$ cat src/rtl/acc_prd_arbiter.sv
// acc_prd_arbiter: shares one combinational predecoder among NumReq requesters with per-port
// response holding slots. Define ACC_PRD_ARB_ROUND_ROBIN_EN for round-robin, else fixed priority.
package acc_pkg;
  typedef struct packed {
    logic [31:0] q_instr_data;
  } acc_prd_req_t;

  typedef struct packed {
    logic       p_accept;
    logic       p_writeback;
    logic       p_is_mem_op;
    logic [2:0] p_use_rs;
  } acc_prd_rsp_t;
endpackage

module acc_prd_arbiter
  import acc_pkg::*;
#(
  parameter int unsigned NumReq = 2,
  parameter int unsigned IdxW   = (NumReq > 1) ? $clog2(NumReq) : 1
) (
  input  logic                           clk_i,
  input  logic                           rst_ni,
  input  logic         [NumReq-1:0]      req_valid_i,
  output logic         [NumReq-1:0]      req_ready_o,
  input  logic         [NumReq-1:0][31:0] req_instr_i,
  output logic         [NumReq-1:0]      rsp_valid_o,
  input  logic         [NumReq-1:0]      rsp_ready_i,
  output acc_prd_rsp_t [NumReq-1:0]      rsp_o,
  output acc_prd_req_t                   prd_req_o,
  input  acc_prd_rsp_t                   prd_rsp_i
);

  typedef enum logic {StIdle, StPend} slot_state_e;

  slot_state_e                 state_q [NumReq];
  acc_prd_rsp_t [NumReq-1:0]   slot_q;
  logic         [NumReq-1:0]   eligible;
  logic         [NumReq-1:0]   grant;
  logic                        gnt_valid;
  logic         [IdxW-1:0]     gnt_idx;

  // A pending slot may be refilled in the same cycle it is drained.
  always_comb begin
    for (int unsigned i = 0; i < NumReq; i++) begin
      eligible[i] = req_valid_i[i] & ((state_q[i] == StIdle) | rsp_ready_i[i]);
    end
  end

`ifdef ACC_PRD_ARB_ROUND_ROBIN_EN
  logic [IdxW-1:0] ptr_q;
  logic [IdxW-1:0] cand_idx;

  always_comb begin
    gnt_valid = 1'b0;
    gnt_idx   = '0;
    cand_idx  = '0;
    for (int unsigned k = 0; k < NumReq; k++) begin
      cand_idx = IdxW'((32'(ptr_q) + k) % NumReq);
      if (!gnt_valid && eligible[cand_idx]) begin
        gnt_valid = 1'b1;
        gnt_idx   = cand_idx;
      end
    end
  end

  always_ff @(posedge clk_i or negedge rst_ni) begin
    if (!rst_ni) begin
      ptr_q <= '0;
    end else if (gnt_valid) begin
      ptr_q <= (gnt_idx == IdxW'(NumReq - 1)) ? '0 : gnt_idx + 1'b1;
    end
  end
`else
  always_comb begin
    gnt_valid = 1'b0;
    gnt_idx   = '0;
    for (int unsigned k = 0; k < NumReq; k++) begin
      if (!gnt_valid && eligible[k]) begin
        gnt_valid = 1'b1;
        gnt_idx   = IdxW'(k);
      end
    end
  end
`endif

  assign grant       = gnt_valid ? (NumReq'(1) << gnt_idx) : '0;
  assign req_ready_o = grant;

  always_comb begin
    prd_req_o = '0;
    if (gnt_valid) begin
      prd_req_o.q_instr_data = req_instr_i[gnt_idx];
    end
  end

  always_ff @(posedge clk_i or negedge rst_ni) begin
    if (!rst_ni) begin
      for (int unsigned i = 0; i < NumReq; i++) begin
        state_q[i] <= StIdle;
      end
      slot_q <= '0;
    end else begin
      for (int unsigned i = 0; i < NumReq; i++) begin
        if (grant[i]) begin
          state_q[i] <= StPend;
          slot_q[i]  <= prd_rsp_i;
        end else if ((state_q[i] == StPend) && rsp_ready_i[i]) begin
          state_q[i] <= StIdle;
        end
      end
    end
  end

  always_comb begin
    for (int unsigned i = 0; i < NumReq; i++) begin
      rsp_valid_o[i] = (state_q[i] == StPend);
    end
  end

  assign rsp_o = slot_q;

endmodule

$ cat config.mk
export PLATFORM = sky130hd
export DESIGN_NAME = acc_prd_arbiter
export DESIGN_NICKNAME = d
export VERILOG_FILES = /design/src/rtl/acc_prd_arbiter.sv
export SDC_FILE = /design/constraint.sdc
export NUM_CORES = 1
export LEC_CHECK = 0
export BUFFER_PORTS_ARGS = -buffer_cell sky130_fd_sc_hd__buf_2
export CAP_MARGIN = 20
export CORE_MARGIN = 3
export CORE_UTILIZATION = 30
export DETAILED_ROUTE_END_ITERATION = 6
export MAX_ROUTING_LAYER = met4
export PLACE_DENSITY = 0.8
export SYNTH_ARGS = -nofsm -noshare
export SYNTH_HDL_FRONTEND = slang
export SYNTH_SLANG_ARGS = --single-unit
$ cat constraint.sdc
create_clock -name clk_i -period 1.5 [get_ports clk_i]
set_input_delay 0.225 -clock clk_i [delete_from_list [all_inputs] [get_ports clk_i]]
set_output_delay 0.225 -clock clk_i [all_outputs]
set_load 0.02 [all_outputs]
# Yosys cells after proc, flatten, opt, wreduce, memory -nomap -nowiden

Index checks and enable logic that the tools add are counted.

Order comparisons: 1
Shifts and indexed selects: 1
Mux-type cells: 11
Bitwise logic cells: 6
Reduce and logical (&&, ||, !) cells: 6

Operators by type and width:

| operator                                                              | number |
|---|---|
| 32-bit two-way mux                                                    | 3 |
| 1-bit two-way mux                                                     | 7 |
| 2-bit nonzero test                                                    | 2 |
| 1-bit logical AND                                                     | 3 |
| 1-bit bitwise AND                                                     | 2 |
| 1-bit by 2-bit < comparator with 1-bit output (second input constant) | 1 |
| 2-bit two-way mux                                                     | 1 |
| 1-bit inverter                                                        | 2 |
| 1-bit bitwise OR                                                      | 2 |
| 1-bit by 1-bit << shifter with 2-bit output (first input constant)    | 1 |
| 1-bit zero test                                                       | 1 |

Register bits after elaboration: 14
Input port bits: 76
Word-level logic and storage cells: 35

# Logic depth before layout (Yosys ltp)

Depth in word-level cells: 10
Mapped depth: 5
Gate-level depth less buffers: 3

# Worst setup path before layout

OpenSTA, ideal clock, no wires.

Path kind: register -> output
Start: reg state_q, in the netlist rsp_valid_o[1]
End: out prd_req_o[22] (netlist bit)
Data arrival time: 1.391 ns
Required time: 1.275 ns
Slack: -0.116 ns
Cell stages (with the launch flop): 5
Buffers on the path: 1
Cell sequence: dfrtp_1 > nor2b_1 > a211oi_2 > buf_2 > a22o_1

RTL lines:

| element                          | RTL line | text |
|---|---|---|
| start: declaration               | 36       | `slot_state_e state_q [NumReq];` |
| start signal: indexed assignment | 100      | `state_q[i] <= StIdle;` |
| start signal: indexed assignment | 106      | `state_q[i] <= StPend;` |
| start signal: indexed assignment | 109      | `state_q[i] <= StIdle;` |
| end: declaration                 | 30       | `output acc_prd_req_t prd_req_o,` |

==> impl_metrics.tcl <==
set metrics [dict create \
    reg2reg_from "rsp_valid_o[0]$_DFFE_PN0P_" \
    routedWlPerCell_um 18.6 \
    grt_max_degree 31 \
    drcViolationCount 0 \
    status "finished with violations" \
    ir_drop_v 0.000861 \
    r2r-end "rsp_o[8]$_DFFE_PN0P_" \
    synth_seq_cells 14 \
    dieHeight_um 59.8 \
    syn_inst 73 \
    crit_arrival_ns 1.64 \
    gp_congestion 0.756 \
    critPathKind "flip-flop to primary output" \
    end_kind "primary output" \
    clock_latency_ns 0.28 \
    vias 1209 \
    cp.required_ns 1.27 \
    io_pins 124 \
    dp_cells 223 \
    final.min_clock_period_ns 1.86 \
    postRouteWirelength_um 4340 \
    ys_top_cells_by_count "32 x a22o_1, 14 x dfrtp_1, 6 x mux2_1, 6 x mux2_2, 5 x buf_2" \
    worstHoldEndpoint "rsp_o[6]$_DFFE_PN0P_" \
    hold_class "primary input to flip-flop" \
    core_um2 2610 \
    areaGrowthSynthToFinish_pct 121 \
    syn_nets 149 \
    final_antenna_net_count 0 \
    grt_pass1_vias 1192 \
    yosysWarnings 0 \
    cp_slowest_stage_delay_ns 0.40 \
    dpl.hpwl_um 2880 \
    viasPerCell 5.17 \
    ys_top_cells_by_area "dfrtp_1 40%, a22o_1 32%, mux2_1 7.8%" \
    async_reset_ff_frac 1.00 \
    port_buffers 123 \
    maxSlewHeadroom 0.806 \
    cts.htree.levels 1 \
    max_slew.worst_pin.slew_ns 0.291 \
    synth_most_common_cell "a22o_1" \
    clk_pin_slew_ns 0.08 \
    slew_viol_final 0 \
    hold_violations 0 \
    antenna_cells 0 \
    skew_ns 0.000871 \
    p_per_area_nw_per_um2 834 \
    grt_pass1_wl_um 5500 \
    cts_buffers 3 \
    synth_area_um2 868 \
    cts.sinks 14 \
    ctsRootBufferMaster "clkbuf_4" \
    drive_gt1_frac 0.765 \
    rows 18 \
    cts_tree "yes" \
    first_pass_iters 4 \
    antenna_found_initial 0 \
    r2r_slack_ns -0.02 \
    hold_depth 2 \
    drv_cap 0 \
    fin_ws_ns -0.362 \
    crit_top_cell "buf_6" \
    setup_viol 39 \
    die-area_um2 3580 \
    total_power_mw 1.60 \
    start_util 0.332 \
    crit_slowest_cell "dfrtp_1" \
    r2r_cells 5 \
    synth_flop_cell "dfrtp_1" \
    cp_max_fo 8 \
    synth_top_area_cell "dfrtp_1" \
    crit_chain "nand2b_4 -> a211oi_4 -> buf_6 -> buf_12 -> a22o_1 -> buf_6" \
    nNetsFinal 281 \
    violations "negative setup slack" \
    cp-start-kind "flip-flop" \
    rsz0062_at_grt "yes" \
    die_x_um 59.8 \
    p_leak_nw 1.05 \
    final_cells 234 \
    fmax_mhz 537 \
    min_period_over_period 1.24 \
    synth_edf_count 0 \
    min-delay-start "prd_rsp_i[0]" \
    synth_cell_types 15 \
    drt_first_iter_violations 92 \
    synth_top_area_frac 0.403 \
    avgSynthCellArea_um2 11.9 \
    clockBufferDepth 2 \
    grt.overflow.total 0 \
    seq_area_frac_synth 0.403 \
    grt_usage 0.209 \
]
[placed cells by master, fill, tap and decap left out]
cell type,count
or2_2,1
clkbuf_8,1
buf_12,2
nand2b_1,1
buf_2,89
dlygate4sd3_1,1
a22o_4,1
and2_2,1
inv_1,1
mux2_2,6
clkbuf_4,3
a211oi_4,1
nor2b_4,1
a22o_1,31
mux2_4,6
dfrtp_1,14
clkbuf_16,2
buf_4,7
buf_6,34
nand2b_4,1
[metal layers]
| metal | global-route usage | up-vias | part of all wire |
|---|---|---|---|
| met3 | 0.0432 | 11 | 0.081 |
| met2 | 0.369 | 82 | 0.54 |
| met4 | 0.0728 | 0 | 0.022 |
| met5 | - | - | 0 |
| li1 | - | 552 | - |
| met1 | 0.230 | 564 | 0.36 |
[through the flow]
stage | TNS, ns | worst slack, ns | hold WS [ns] | util | cell area (um2)
floorplan | -1.56 | -0.0535 | -0.0706 | - | 880
global placement | -0.103 | -0.0207 | 0.126 | 0.594 | 1550
detailed placement | -0.540 | -0.0469 | 0.128 | 0.594 | 1550
CTS | -10.15 | -0.332 | 0.182 | 0.691 | 1800
global route | -13.04 | -0.442 | 0.186 | 0.736 | 1920
finish | -9.96 | -0.362 | 0.191 | 0.736 | 1920
[cell type report]
class                      instances  area (um2)
timing repair buffer             135         981
fill                             189         689
multi-input combinational         50         514
sequential                        14         350
tap                               30        37.5
clock buffer                       4        36.3
inverter                           1        3.75
[sequential cells by signal, indices dropped and copies added, names as in the netlist]
register	cells
rsp_valid_o	2
rsp_o	12
[worst max path at each step]
stage                                          start             to  slack [ns]  cells past startpoint
final                     rsp_valid_o[0]$_DFFE_PN0P_   prd_req_o[2]       -0.36                      6
after detailed placement  rsp_valid_o[1]$_DFFE_PN0P_   prd_req_o[1]       -0.05                      5
after global placement    rsp_valid_o[1]$_DFFE_PN0P_  prd_req_o[22]       -0.02                      5
after CTS                 rsp_valid_o[0]$_DFFE_PN0P_  prd_req_o[24]       -0.33                      6
after floorplan           rsp_valid_o[1]$_DFFE_PN0P_  prd_req_o[22]       -0.05                      4
after global routing      rsp_valid_o[0]$_DFFE_PN0P_  prd_req_o[15]       -0.44                      6
[critical path: cells and delay by family, from the launching register on]
kind,cells,cell delay (ns)
and+or+nand+nor,1,0.08
AOI/OAI and AO/OA,2,0.47
buffers and inverters,3,0.41
DFF,1,0.40
[kinds of logic (layout without fill, tap and decap cells)]
group	after synthesis	count (layout)	synth area share
compound gates	33	33	0.337
flops	14	14	0.403
mux	12	12	0.156
buf+inv	9	140	0.0591
simple gates	5	5	0.0447
[what timing repair did]
item / in CTS / in global routing
hold buffers: 1 / 0
resized for setup: 45 / 35
endpoints found under the setup margin: 40 / 45
pin swaps: 1 / 7
cloned: 1 / 2
buffers inserted: 5 / 0
hold endpoints to repair: 14 / 0
[power by group]
group	internal (mW)	switching, mW
sequential	0.438	0.0335
clock	0.148	0.117
combinational	0.451	0.416
Note: power is estimated with default switching activity, not from simulation.
